<file path="src/rtl/end_screen_ctrl.sv">
`default_nettype none
// +------------------------------------------------------------------------+
// | end_screen_ctrl : frame-paced game-over overlay sequencer with blink,  |
// |                   key wait, held restart/credit/attract requests       |
// | Revision 1.0                                                           |
// +------------------------------------------------------------------------+
module end_screen_ctrl #(
    parameter int REVEAL_FRAMES  = 60,
    parameter int BLINK_FRAMES   = 16,
    parameter int TIMEOUT_FRAMES = 1800
) (
    input  logic clk,
    input  logic reset,
    input  logic startOfFrame,
    input  logic gameEnded,
    input  logic newHighScore,
    input  logic keyStart,
    input  logic keyCredit,
    input  logic reqAck,
    output logic endScreenEn,
    output logic gameOverVis,
    output logic promptVis,
    output logic highScoreBlink,
    output logic restartReq,
    output logic creditReq,
    output logic attractReq
);

    typedef enum logic [1:0] {
        S_IDLE   = 2'd0,
        S_REVEAL = 2'd1,
        S_PROMPT = 2'd2,
        S_REQ    = 2'd3
    } state_t;

    localparam logic [15:0] c_reveal_last  = 16'(REVEAL_FRAMES - 1);
    localparam logic [15:0] c_timeout_last = 16'(TIMEOUT_FRAMES - 1);
    localparam logic [7:0]  c_blink_last   = 8'(BLINK_FRAMES - 1);

    state_t      state_q, state_d;
    logic [15:0] frameCnt_q, frameCnt_d;
    logic [7:0]  blinkCnt_q, blinkCnt_d;
    logic        blinkPh_q, blinkPh_d;
    logic        hsLatch_q, hsLatch_d;
    logic        restart_q, restart_d;
    logic        credit_q, credit_d;
    logic        attract_q, attract_d;
    logic        gePrev_q;
    logic        armed_q;
    logic        esEn_q, pVis_q, hsBlink_q;

    logic        w_rise;
    logic [15:0] w_frameInc;
    logic        w_esEn_d, w_pVis_d, w_hsBlink_d;

    // A rising edge only counts once gameEnded has been seen low since reset,
    // so a level already high at reset release never starts a sequence.
    assign w_rise     = gameEnded & ~gePrev_q & armed_q;
    assign w_frameInc = (frameCnt_q == 16'hFFFF) ? frameCnt_q : frameCnt_q + 16'd1;

    always_comb begin
        state_d    = state_q;
        frameCnt_d = frameCnt_q;
        blinkCnt_d = blinkCnt_q;
        blinkPh_d  = blinkPh_q;
        hsLatch_d  = hsLatch_q;
        restart_d  = restart_q;
        credit_d   = credit_q;
        attract_d  = attract_q;

        if (state_q != S_IDLE && !gameEnded) begin
            state_d    = S_IDLE;
            frameCnt_d = 16'd0;
            blinkCnt_d = 8'd0;
            blinkPh_d  = 1'b0;
            hsLatch_d  = 1'b0;
            restart_d  = 1'b0;
            credit_d   = 1'b0;
            attract_d  = 1'b0;
        end else begin
            case (state_q)
                S_IDLE: begin
                    if (w_rise) begin
                        state_d    = S_REVEAL;
                        frameCnt_d = 16'd0;
                        hsLatch_d  = newHighScore;
                    end
                end
                S_REVEAL: begin
                    if (startOfFrame) begin
                        if (frameCnt_q == c_reveal_last) begin
                            state_d    = S_PROMPT;
                            frameCnt_d = 16'd0;
                            blinkCnt_d = 8'd0;
                            blinkPh_d  = 1'b1;
                        end else begin
                            frameCnt_d = w_frameInc;
                        end
                    end
                end
                S_PROMPT: begin
                    if (keyStart) begin
                        state_d    = S_REQ;
                        frameCnt_d = 16'd0;
                        restart_d  = 1'b1;
                    end else if (keyCredit) begin
                        state_d    = S_REQ;
                        frameCnt_d = 16'd0;
                        credit_d   = 1'b1;
                    end else if (startOfFrame) begin
                        if (frameCnt_q == c_timeout_last) begin
                            state_d    = S_REQ;
                            frameCnt_d = 16'd0;
                            attract_d  = 1'b1;
                        end else begin
                            frameCnt_d = w_frameInc;
                            if (blinkCnt_q == c_blink_last) begin
                                blinkCnt_d = 8'd0;
                                blinkPh_d  = ~blinkPh_q;
                            end else begin
                                blinkCnt_d = blinkCnt_q + 8'd1;
                            end
                        end
                    end
                end
                S_REQ: begin
                    if (reqAck) begin
                        state_d    = S_IDLE;
                        frameCnt_d = 16'd0;
                        blinkCnt_d = 8'd0;
                        blinkPh_d  = 1'b0;
                        hsLatch_d  = 1'b0;
                        restart_d  = 1'b0;
                        credit_d   = 1'b0;
                        attract_d  = 1'b0;
                    end
                end
                default: state_d = S_IDLE;
            endcase
        end
    end

    // Visibility outputs are decoded from next-state values so they register alongside the state.
    assign w_esEn_d    = (state_d != S_IDLE);
    assign w_pVis_d    = (state_d == S_PROMPT) ? blinkPh_d : (state_d == S_REQ);
    assign w_hsBlink_d = (state_d == S_IDLE)   ? 1'b0 :
                         (state_d == S_PROMPT) ? (hsLatch_d & blinkPh_d) : hsLatch_d;

    always_ff @(posedge clk) begin
        if (reset) begin
            state_q    <= S_IDLE;
            frameCnt_q <= 16'd0;
            blinkCnt_q <= 8'd0;
            blinkPh_q  <= 1'b0;
            hsLatch_q  <= 1'b0;
            restart_q  <= 1'b0;
            credit_q   <= 1'b0;
            attract_q  <= 1'b0;
            gePrev_q   <= 1'b0;
            armed_q    <= 1'b0;
            esEn_q     <= 1'b0;
            pVis_q     <= 1'b0;
            hsBlink_q  <= 1'b0;
        end else begin
            state_q    <= state_d;
            frameCnt_q <= frameCnt_d;
            blinkCnt_q <= blinkCnt_d;
            blinkPh_q  <= blinkPh_d;
            hsLatch_q  <= hsLatch_d;
            restart_q  <= restart_d;
            credit_q   <= credit_d;
            attract_q  <= attract_d;
            gePrev_q   <= gameEnded;
            armed_q    <= armed_q | ~gameEnded;
            esEn_q     <= w_esEn_d;
            pVis_q     <= w_pVis_d;
            hsBlink_q  <= w_hsBlink_d;
        end
    end

    assign endScreenEn    = esEn_q;
    assign gameOverVis    = esEn_q;
    assign promptVis      = pVis_q;
    assign highScoreBlink = hsBlink_q;
    assign restartReq     = restart_q;
    assign creditReq      = credit_q;
    assign attractReq     = attract_q;

endmodule
`default_nettype wire

</file>
<file path="config.mk">
export PLATFORM = sky130hd
export DESIGN_NAME = end_screen_ctrl
export DESIGN_NICKNAME = d
export VERILOG_FILES = /design/src/rtl/end_screen_ctrl.sv
export SDC_FILE = /design/constraint.sdc
export NUM_CORES = 1
export LEC_CHECK = 0
export ABC_CLOCK_PERIOD_IN_PS = 5400
export CAP_MARGIN = 20
export CORE_UTILIZATION = 55
export CTS_BUF_LIST = sky130_fd_sc_hd__clkbuf_16
export DETAILED_ROUTE_END_ITERATION = 10
export PLACE_DENSITY = 0.8
export SYNTH_ARGS = -nofsm -noshare
export SYNTH_HDL_FRONTEND = slang
export SYNTH_SLANG_ARGS = --single-unit
</file>
<file path="constraint.sdc">
create_clock -name clk -period 5.4 [get_ports clk]
set_input_delay 0.54 -clock clk [delete_from_list [all_inputs] [get_ports clk]]
set_output_delay 0.54 -clock clk [all_outputs]
set_load 0.005 [all_outputs]
</file>
==> results of run 1 <==
==> worst min-delay path: cells and delay by family (launching register included) <==
kind	cells	cell delay (ns)
flops	1	0.31
buf+inv	1	0.05
compound gates	1	0.05
==> synth_stat cells (2+ instances only) <==
master                      count
sky130_fd_sc_hd__a211oi_1       2
sky130_fd_sc_hd__a21oi_1       17
sky130_fd_sc_hd__a32oi_1        3
sky130_fd_sc_hd__and2_1         4
sky130_fd_sc_hd__and3_1         8
sky130_fd_sc_hd__and4_1         5
sky130_fd_sc_hd__buf_2          2
sky130_fd_sc_hd__buf_6          2
sky130_fd_sc_hd__clkbuf_1       6
sky130_fd_sc_hd__dfxtp_1       36
sky130_fd_sc_hd__ha_1           6
sky130_fd_sc_hd__inv_1          8
sky130_fd_sc_hd__mux2i_1        3
sky130_fd_sc_hd__nand2_1       21
sky130_fd_sc_hd__nand3_1        5
sky130_fd_sc_hd__nand4_1        3
sky130_fd_sc_hd__nor2_1        12
sky130_fd_sc_hd__nor2_2        10
sky130_fd_sc_hd__nor2b_1        5
sky130_fd_sc_hd__nor3_1         2
sky130_fd_sc_hd__nor4_1         2
sky130_fd_sc_hd__nor4b_1        2
sky130_fd_sc_hd__o2111ai_1      7
sky130_fd_sc_hd__o211ai_1       6
sky130_fd_sc_hd__o21ai_0       13
sky130_fd_sc_hd__o31ai_1        5
sky130_fd_sc_hd__or2_2          2
sky130_fd_sc_hd__or3_1          6
sky130_fd_sc_hd__or4_1          6
sky130_fd_sc_hd__xor2_1         9
==> where the power goes <==
group / total, µW / switching, µW / internal, µW / leakage (µW)
registers: 309 / 19.9 / 289 / 0.000291
logic: 354 / 233 / 121 / 0.000460
clock network: 270 / 104 / 166 / 0.0000709
total: 933 / 358 / 575 / 0.000823
==> registers in the layout (all words and copies together) (netlist names) <==
| register | count |
|---|---|
| armed_q | 1 |
| attractReq | 1 |
| blinkCnt_q | 8 |
| blinkPh_q | 1 |
| creditReq | 1 |
| endScreenEn | 1 |
| frameCnt_q | 16 |
| gePrev_q | 1 |
| highScoreBlink | 1 |
| hsLatch_q | 1 |
| promptVis | 1 |
| restartReq | 1 |
| state_q | 2 |
==> metrics by stage <==
stage / instance area [µm²] / std cells / total power (µW)
6_report: 2430 / 304 / 933
3_5_place_dp: 2300 / 297 / 664
3_3_place_gp: 2300 / 297 / 655
5_1_grt: 2430 / 304 / 990
2_1_floorplan: 2160 / 246 / 601
4_1_cts: 2430 / 304 / 934
==> cell families after synthesis <==
kind of cell / after synthesis / share of synthesized area, %
AND/OR/NAND/NOR: 102 / 29.1
flip-flops: 36 / 33.4
XOR/XNOR: 9 / 3.65
adder cells (fa/ha/maj): 6 / 3.48
multiplexers: 3 / 1.39
buffers and inverters: 19 / 4.29
AO/OA/AOI/OAI: 71 / 24.7
==> layout make-up <==
| cell class | instances | area, µm² |
|---|---|---|
| fillers | 300 | 1280 |
| inverters | 8 | 30.0 |
| repair buffers | 14 | 140 |
| clock buffers | 5 | 125 |
| well taps | 48 | 60.1 |
| multi-input cells | 191 | 1350 |
| clock inverters | 2 | 8.76 |
| flip-flops and latches | 36 | 721 |
==> path summary, 6_finish.rpt <==
path | start | endpoint | slack [ns] | cells after the start
worst max register to register | state_q[0] | frameCnt_q[0] | 2.43 | 7
worst min-delay path | armed_q | armed_q | 0.45 | 2
worst max-delay path | gameEnded | frameCnt_q[0] | 2.39 | 6
worst min register to register | armed_q | armed_q | 0.45 | 2
==> routing by layer <==
layer | vias up | wire (µm) | global-route usage, %
li1 | 954 | - | -
met1 | 882 | 2140 | 31.1
met2 | 54 | 2190 | 37.2
met3 | 8 | 214 | 4.75
met4 | 0 | 85 | 13.1
met5 | - | 0 | 0
==> results.md, run 1 <==
- Total of warnings raised by yosys: 0
- Leading register cell type out of synthesis: sky130_fd_sc_hd__dfxtp_1
- Final routed wire length divided by cell count: 15.2 µm
- Max frequency: 0.332 GHz
- Clock tree sinks: 36
- Post-CTS Hold Fix Bufs: 0
- Slew HR: 44.4%
- Classification of the worst-slack hold path: flop to flop
- Worst-margin pin slew: 0.832 ns
- Max FO, Critical Path: 15
- Count of max-cap constraint violations: 0
- Detail Route Antenna Nets: 0
- Number of I/O pins: 15
- Post-synth EDFFs: 0
- Worst setup path category: input port to flop
- Clk_lat worst skew: 0.28 ns
- Status: complete, no violations
- Sort of element at the end of the critical path: flop
- Final worst clock skew: 0.00575 ns
- Flip-flop and latch count after synthesis: 36
- Chain of cells forming the critical path: clkdlybuf4s50_1 -> nand3b_1 -> a2111oi_4 -> inv_1 -> o31ai_4 -> nor2_1
- Antenna violations before repair: 0
- Total buffers and inverters traversed by the critical path: 2
- Die span in y: 64.7 µm
- TritonCTS Buffers: 5
- Async set-reset flop share out of synthesis: 0%
- Post-synth cell types: 58
- Maximum vdd ir drop: 216 µV
- Setup TNS Final: 0 ns
- Worst hold-check slack: 0.455 ns
- Unrepaired setup endpoints after global routing: false
- Final-report max-slew violation count: 0
- DRC marker count from the first detailed-route iteration: 130
- Number of rows in the core area: 22
- Final net count: 270
- Total power per unit cell area: 384 mW/mm²
- P_leak: 0.000823 µW
- Weighted congestion at the end of routability-driven global placement: 0.803
- Via count of the first global-routing pass: 1670
- Clock transition at the registers of the reported paths: 0.05 ns
- Number of buffers inserted by post-CTS setup repair: 0
- Syn Nets: 260
- Final worst setup slack: 2.39 ns
- Final Critical Period: 3.01 ns
- Wire length of the first global-routing pass: 7710 µm
- Element type at the critical path start: input port
- Dpl ws: 2.10 ns
- Final design utilization: 65.4%
- CTS HTree Levels: 2
- Synth area leaders: sky130_fd_sc_hd__dfxtp_1, sky130_fd_sc_hd__a21oi_1, sky130_fd_sc_hd__nand2_1
- Post-synth design cell area: 0.00216 mm²
- Family with the most delay on the worst path: compound AO/OA/AOI/OAI gates
- Final hold violations: 0
- Remaining design rule violation count: 0
- # resized after CTS: 0
- Pre-Repair DR Iteration Count: 4
- Detail Placement HPWL: 3210 µm
- Area Overhead vs Synth: 12.6%
- Arrival time worst endpoint: 3.15 ns
- TritonCTS clock tree: done
- Critical path's slowest cell: sky130_fd_sc_hd__a2111oi_4
- Portion of the clock cycle consumed by the worst path in the final layout: 55.8%
- Maximum number of pins on one net before global-route repair: 18
- Synth Area per Inst: 8.78 µm²
- Core region area: 0.00372 mm²
- Die W: 64.7 µm
- Overflow left after global routing: 0
- Cell at the root of the clock tree: sky130_fd_sc_hd__clkbuf_16
- Part of the Yosys area used for sequential elements: 33.4%
- Commonest non-fill, non-tap cells in the layout: sky130_fd_sc_hd__dfxtp_1, sky130_fd_sc_hd__nand2_1, sky130_fd_sc_hd__a21oi_1, sky130_fd_sc_hd__clkdlybuf4s50_1, sky130_fd_sc_hd__o21ai_0
- All-Layer GR Usage: 24.0%
- Floorplan die area: 0.00418 mm²
- Share of post-route cells with drive strength above 1: 11.3%
- Data required, critical path: 5.54 ns
- Top cell type's share of synthesized area: 33.4%
- N_diodes: 0
- Commonest non-fill, non-tap cell in the layout: sky130_fd_sc_hd__dfxtp_1
- Library cell with the largest summed area after synthesis: sky130_fd_sc_hd__dfxtp_1
- Vias per cell: 6.24
- Via count: 1898
- CTS max path bufs: 2
- Initial standard-cell utilization of the core: 58.1%
- Biggest cell delay along the critical path: 0.84 ns
- Synthesized instance count: 246
- Setup-violating endpoint count in the final report: 0
- Total length of routed wires: 4620 µm
- Count of buffers inserted at the top-level ports: 14
Note: power is estimated with default switching activity, not from simulation.
==> run 2: changes to the inputs <==
--- a/config.mk
+++ b/config.mk
@@ -5,7 +5,7 @@
 export SDC_FILE = /design/constraint.sdc
 export NUM_CORES = 1
 export LEC_CHECK = 0
-export ABC_CLOCK_PERIOD_IN_PS = 5400
+export ABC_CLOCK_PERIOD_IN_PS = 2800
 export CAP_MARGIN = 20
 export CORE_UTILIZATION = 55
 export CTS_BUF_LIST = sky130_fd_sc_hd__clkbuf_16
==> constraint.sdc (replaced) <==
create_clock -name clk -period 2.8 [get_ports clk]
set_input_delay 0.28 -clock clk [delete_from_list [all_inputs] [get_ports clk]]
set_output_delay 0.28 -clock clk [all_outputs]
set_load 0.005 [all_outputs]
==> run 2 against run 1 <==
Via count is 0.11% lower. First-iteration DRC count is 25% higher. Non-clock buffer count is 7 higher. Global-route usage is 0.75 points higher. Clock skew hardly changed. Combinational power is 110% higher. Routed wire length is 1.6% higher. Sequential share of layout area is 0.61 points lower. Largest cell class unchanged. Highest routed layer unchanged.
==> results.md, run 2 (synthesized netlist as in run 1, its figures left out) <==
- Data required, critical path: 3.00 ns (-2.54 ns)
- Initial standard-cell utilization of the core: 58.1% (unchanged)
- TritonCTS Buffers: 5 (unchanged)
- Layout Cells excl Fill: 311 (+2.3%)
- Wire length of the first global-routing pass: 8100 µm (+5.0%)
- Worst hold-check slack: 0.461 ns (+0.00671 ns)
- N_diodes: 0 (unchanged)
- Via count of the first global-routing pass: 1839 (+10%)
- CTS HTree Levels: 2 (unchanged)
- Final worst clock skew: 0.00540 ns (-0.000350 ns)
- Maximum number of pins on one net before global-route repair: 15 (-3)
- Placed instance count: 304 (+2.4%)
- Final net count: 277 (+2.6%)
- Arrival time worst endpoint: 2.62 ns (-0.53 ns)
- Max FO, Critical Path: 14 (-1)
- Area Overhead vs Synth: 14.9%
- Number of flip-flops in the largest register: 16 (unchanged)
- Portion of the clock cycle consumed by the worst path in the final layout: 86.5%
- Clock tree sinks: 36 (unchanged)
- Post-CTS Hold Fix Bufs: 0 (unchanged)
- Die span in y: 64.7 µm (unchanged)
- Die W: 64.7 µm (unchanged)
- Clock transition at the registers of the reported paths: 0.05 ns (about the same)
- Total power per unit cell area: 745 mW/mm² (+94%)
- TritonCTS clock tree: done
- Count of max-cap constraint violations: 0 (unchanged)
- Source of the critical timing path: state_q[1]
- Critical path's slowest cell: sky130_fd_sc_hd__nor2b_1
- Number of I/O pins: 15 (unchanged)
- FF-to-FF End: blinkCnt_q[0]
- Classification of the worst-slack hold path: flop to flop
- Final hold violations: 0 (unchanged)
- Largest registers in the final layout: frameCnt_q: 16 flops, blinkCnt_q: 8 flops, state_q: 2 flops
- Status: complete, no violations
- Max frequency: 0.413 GHz
- Worst setup path category: flop to flop
- Final-report max-slew violation count: 0 (unchanged)
- Floorplan die area: 0.00418 mm² (unchanged)
- Chain of cells forming the critical path: ha_1 -> nor2b_1 -> nor2_1 -> a41oi_4 -> o21ai_1 -> a21oi_1
- P_leak: 0.000850 µW (+3.3%)
- Worst setup endpoint: blinkCnt_q[0]
- Number of rows in the core area: 22 (unchanged)
- Detail Placement HPWL: 3340 µm (+4.1%)
- Slew HR: 56.5% (+12 points)
- Start of the worst register-to-register path: state_q[1]
- Commonest non-fill, non-tap cell in the layout: sky130_fd_sc_hd__dfxtp_1
- Setup-violating endpoint count in the final report: 0 (unchanged)
- Cell at the root of the clock tree: sky130_fd_sc_hd__clkbuf_16
- Final routed wire length divided by cell count: 15.1 µm (-0.67%)
- Unrepaired setup endpoints after global routing: false
- Sort of element at the end of the critical path: flop
- Family with the most delay on the worst path: compound AO/OA/AOI/OAI gates
- Clk_lat worst skew: 0.28 ns (about the same)
- Via count: 1896 (-0.11%)
- DRC marker count from the first detailed-route iteration: 163 (+25%)
- Antenna violations before repair: 0 (unchanged)
- Total buffers and inverters traversed by the critical path: 0 (-2)
- Total length of routed wires: 4700 µm (+1.6%)
- Overflow left after global routing: 0 (unchanged)
- Final design utilization: 66.8% (+1.4 points)
- # resized after CTS: 0 (unchanged)
- Core region area: 0.00372 mm² (unchanged)
- Count of buffers inserted at the top-level ports: 14 (unchanged)
- All-Layer GR Usage: 24.7% (+0.75 points)
- Vias per cell: 6.10 (-2.4%)
- Final Critical Period: 2.42 ns
- Biggest cell delay along the critical path: 0.56 ns (-0.28 ns)
- Number of buffers inserted by post-CTS setup repair: 0 (unchanged)
- Weighted congestion at the end of routability-driven global placement: 0.830 (+3.3%)
- Largest reg by FF count: frameCnt_q
- Share of post-route cells with drive strength above 1: 13.3% (+2.0 points)
- Remaining design rule violation count: 0 (unchanged)
- R2r setup slk: 0.38 ns (-2.05 ns)
- Element type at the critical path start: flop
- Pre-Repair DR Iteration Count: 4 (unchanged)
- Commonest non-fill, non-tap cells in the layout: sky130_fd_sc_hd__dfxtp_1, sky130_fd_sc_hd__nand2_1, sky130_fd_sc_hd__a21oi_1, sky130_fd_sc_hd__clkdlybuf4s50_1, sky130_fd_sc_hd__o21ai_0
- Count of cell instances traversed by the critical path: 6 (unchanged)
- Worst-margin pin slew: 0.652 ns (-0.180 ns)
- Detail Route Antenna Nets: 0 (unchanged)
- Setup TNS Final: 0 ns (unchanged)
- Maximum vdd ir drop: 353 µV (+64%)
- CTS max path bufs: 2 (unchanged)
- R2R depth: 6 (-1)
==> run 2: cell types whose count changed in the layout (fill, tap and decap cells not counted) <==
| cell | delta |
|---|---|
| sky130_fd_sc_hd__clkinv_2 | -1 |
| sky130_fd_sc_hd__buf_4 | +7 |
| sky130_fd_sc_hd__clkinv_1 | +2 |
| sky130_fd_sc_hd__inv_1 | -1 |
==> run 2: routing by layer <==
layer,vias up,GRT usage [%],wire [µm],share of wire [%]
li1,969,-,-,-
met1,875,31.6,2250,48
met2,45,41.4,2180,46
met3,7,5.99,209,4.4
met4,0,6.39,55,1.2
met5,-,0,0,0
==> run 2: layout make-up <==
| type | instances | area, µm² |
|---|---|---|
| inverters | 8 | 30.0 |
| clock buffers | 5 | 125 |
| multi-input cells | 191 | 1350 |
| flip-flops and latches | 36 | 721 |
| clock inverters | 2 | 7.51 |
| well taps | 48 | 60.1 |
| repair buffers | 21 | 193 |
| fillers | 301 | 1230 |
==> run 2: how the worst min path moves through the flow <==
stage	startpoint	endpoint	slack, ns	cells after the start
5_1_grt	blinkCnt_q[7]	blinkCnt_q[7]	0.51	2
3_5_place_dp	armed_q	armed_q	0.46	2
6_report	armed_q	armed_q	0.46	2
2_1_floorplan	reset	armed_q	0.35	1
4_1_cts	armed_q	armed_q	0.47	2
3_3_place_gp	armed_q	armed_q	0.45	2
==> run 2: report_power, final <==
group,leakage (µW),switching (µW),internal (µW)
Clock,0.0000648,191,318
Combinational,0.000494,460,284
Sequential,0.000291,38.6,558
==> run 2: stage by stage <==
stage | area [µm²] | setup slack [ns] | total power [µW]
finish | 2480 | 0.378 | 1850
global route | 2480 | 0.177 | 1960
CTS | 2480 | 0.400 | 1850
detailed placement | 2350 | 0.298 | 1340
global placement | 2350 | 0.369 | 1320
floorplan | 2160 | 0.750 | 1160
==> run 2: worst register-to-register path, stage by stage, from the launching register on <==
cell	delay, ns
sky130_fd_sc_hd__dfxtp_1	0.44
sky130_fd_sc_hd__ha_1	0.28
sky130_fd_sc_hd__nor2b_1	0.56
sky130_fd_sc_hd__nor2_1	0.15
sky130_fd_sc_hd__a41oi_4	0.45
sky130_fd_sc_hd__o21ai_1	0.27
sky130_fd_sc_hd__a21oi_1	0.20
==> run 3: changes to the inputs <==
--- a/config.mk
+++ b/config.mk
@@ -10,7 +10,7 @@
 export CORE_UTILIZATION = 55
 export CTS_BUF_LIST = sky130_fd_sc_hd__clkbuf_16
 export DETAILED_ROUTE_END_ITERATION = 10
-export PLACE_DENSITY = 0.8
+export PLACE_DENSITY = 0.75
 export SYNTH_ARGS = -nofsm -noshare
 export SYNTH_HDL_FRONTEND = slang
 export SYNTH_SLANG_ARGS = --single-unit
==> run 3 against run 2 <==
Maximum frequency rose by 1.1%. Sequential cell count stayed put. Hold slack better by 0.0077 ns. Clock power is 26% higher. Clock skew is 0.00065 ns higher. Largest cell class unchanged. Sequential power hardly changed. Critical path type unchanged. Die area unchanged.
==> results.md, run 3 (synthesized netlist as in run 1, its figures left out) <==
- Slew HR: 55.9% (-0.56 points)
- Vias per cell: 6.09 (about the same)
- Final hold violations: 0 (unchanged)
- Via count: 1901 (+0.26%)
- Maximum vdd ir drop: 471 µV (+33%)
- Total length of routed wires: 4740 µm (+0.94%)
- Worst setup path category: flop to flop
- Area Overhead vs Synth: 16.6%
- Number of rows in the core area: 22 (unchanged)
- Sort of element at the end of the critical path: flop
- Final worst setup slack: 0.404 ns (+0.0262 ns)
- Fillers: 300 (-0.33%)
- Floorplan die area: 0.00418 mm² (unchanged)
- Final design area excluding fillers: 0.00252 mm² (+1.4%)
- Number of I/O pins: 15 (unchanged)
- Final-report max-slew violation count: 0 (unchanged)
- TritonCTS clock tree: done
- Overall power of the completed layout: 1970 µW (+6.7%)
- Die W: 64.7 µm (unchanged)
- P_leak: 0.000866 µW (+1.9%)
- Data required, critical path: 3.01 ns (about the same)
- All-Layer GR Usage: 25.1% (+0.41 points)
- Worst-margin pin slew: 0.652 ns (+0.000584 ns)
- Post-CTS Hold Fix Bufs: 0 (unchanged)
- Remaining design rule violation count: 0 (unchanged)
- R2r setup slk: 0.40 ns (+0.03 ns)
- Detail Placement HPWL: 3340 µm (about the same)
- FF-to-FF End: blinkCnt_q[5]
- Clock tree sinks: 36 (unchanged)
- Count of buffers inserted at the top-level ports: 14 (unchanged)
- Layout Cells excl Fill: 312 (+0.32%)
- Final Critical Period: 2.40 ns (-0.0262 ns)
- Detailed-route wire length on metal 1: 2370 µm (+5.4%)
- Core region area: 0.00372 mm² (unchanged)
- Weighted congestion at the end of routability-driven global placement: 0.838 (+1.0%)
- Post-DP Area: 0.00235 mm² (unchanged)
- Top routing layer used: met4
- Routed length on met3: 165 µm (-21%)
- Largest reg by FF count: frameCnt_q
- N_diodes: 0 (unchanged)
- Via count of the first global-routing pass: 1778 (-3.3%)
- CTS HTree Levels: 2 (unchanged)
- Number of buffers inserted by post-CTS setup repair: 0 (unchanged)
- Share of post-route cells with drive strength above 1: 14.4% (+1.1 points)
- Overflow left after global routing: 0 (unchanged)
- Die span in y: 64.7 µm (unchanged)
- Final net count: 277 (unchanged)
- Placed instance count: 304 (unchanged)
- Final worst clock skew: 0.00604 ns (+0.000645 ns)
- CTS max path bufs: 2 (unchanged)
- DRC marker count from the first detailed-route iteration: 210 (+29%)
- R2R depth: 7 (+1)
- Unrepaired setup endpoints after global routing: false
- Setup TNS Final: 0 ns (unchanged)
- Clk_lat worst skew: 0.28 ns (about the same)
- Total length of routed met2 wires: 2150 µm (-1.6%)
- Status: complete, no violations
- Maximum number of pins on one net before global-route repair: 15 (unchanged)
- Total power per unit cell area: 784 mW/mm² (+5.2%)
- Final routed wire length divided by cell count: 15.2 µm (+0.61%)
- Max FO, Critical Path: 14 (unchanged)
- Dpl ws: 0.239 ns (-0.0592 ns)
- Pre-Repair DR Iteration Count: 4 (unchanged)
- TritonCTS Buffers: 5 (unchanged)
- Endpoint of the worst hold path: armed_q
- Max frequency: 0.417 GHz (+1.1%)
- Largest registers in the final layout: frameCnt_q: 16 flops, blinkCnt_q: 8 flops, state_q: 2 flops
- Clock transition at the registers of the reported paths: 0.06 ns (about the same)
- # resized after CTS: 0 (unchanged)
- Count of max-cap constraint violations: 0 (unchanged)
- Commonest non-fill, non-tap cells in the layout: sky130_fd_sc_hd__dfxtp_1, sky130_fd_sc_hd__nand2_1, sky130_fd_sc_hd__a21oi_1, sky130_fd_sc_hd__clkdlybuf4s50_1, sky130_fd_sc_hd__o21ai_0
- Number of flip-flops in the largest register: 16 (unchanged)
- Initial standard-cell utilization of the core: 58.1% (unchanged)
- Classification of the worst-slack hold path: flop to flop
- Hold-critical path depth: 2 (unchanged)
- Commonest non-fill, non-tap cell in the layout: sky130_fd_sc_hd__dfxtp_1
- Start of the worst register-to-register path: state_q[0]
- Arrival time worst endpoint: 2.60 ns (-0.02 ns)
- Cell at the root of the clock tree: sky130_fd_sc_hd__clkbuf_16
- Startpoint of the lowest-slack hold path: armed_q
- Element type at the critical path start: flop
- Setup-violating endpoint count in the final report: 0 (unchanged)
- Detail Route Antenna Nets: 0 (unchanged)
- Wire length of the first global-routing pass: 8090 µm (about the same)
- Portion of the clock cycle consumed by the worst path in the final layout: 85.6% (-0.94 points)
- Antenna violations before repair: 0 (unchanged)
[run 3: area by class of cell]
cell class	instances	area, µm²	share of cell area (%)
clock buffers	5	125	4.97
clock inverters	3	42.5	1.69
inverters	8	30.0	1.19
multi-input cells	191	1350	53.5
flip-flops and latches	36	721	28.6
well taps	48	60.1	2.39
repair buffers	21	193	7.65
[run 3: report_power, final]
group	leakage (µW)	internal (µW)	switching (µW)
registers	0.000291	557	38.2
clock network	0.0000798	418	224
logic	0.000495	274	461
[run 3: routing by layer]
layer | vias up | GRT usage, %
met5 | - | 0
met2 | 41 | 40.5
met4 | 0 | 10.6
met1 | 888 | 31.6
met3 | 6 | 6.51
li1 | 966 | -
[run 3: per-stage QoR]
stage	utilization [%]	hold WS, ns
floorplan	-	0.349
global placement	63.2	0.458
detailed placement	63.2	0.462
CTS	67.7	0.470
global route	67.7	0.484
finish	67.7	0.469
[run 3: worst max-delay path by stage]
stage / from / endpoint / slack [ns] / depth (start not counted)
3_3_place_gp: startOfFrame / blinkCnt_q[7] / 0.24 / 6
5_1_grt: state_q[1] / blinkCnt_q[5] / 0.27 / 7
3_5_place_dp: startOfFrame / blinkCnt_q[7] / 0.24 / 6
2_1_floorplan: state_q[1] / frameCnt_q[1] / 0.75 / 8
4_1_cts: state_q[0] / blinkCnt_q[5] / 0.42 / 7
6_report: state_q[0] / blinkCnt_q[5] / 0.40 / 7
[run 3: worst max-delay path, cell delays in order, from the launching register on]
cell                      delay, ns
sky130_fd_sc_hd__dfxtp_1       0.41
sky130_fd_sc_hd__inv_1         0.11
sky130_fd_sc_hd__ha_1          0.39
sky130_fd_sc_hd__nor3_1        0.40
sky130_fd_sc_hd__a41oi_4       0.14
sky130_fd_sc_hd__buf_4         0.23
sky130_fd_sc_hd__or4_1         0.50
sky130_fd_sc_hd__a21oi_1       0.14
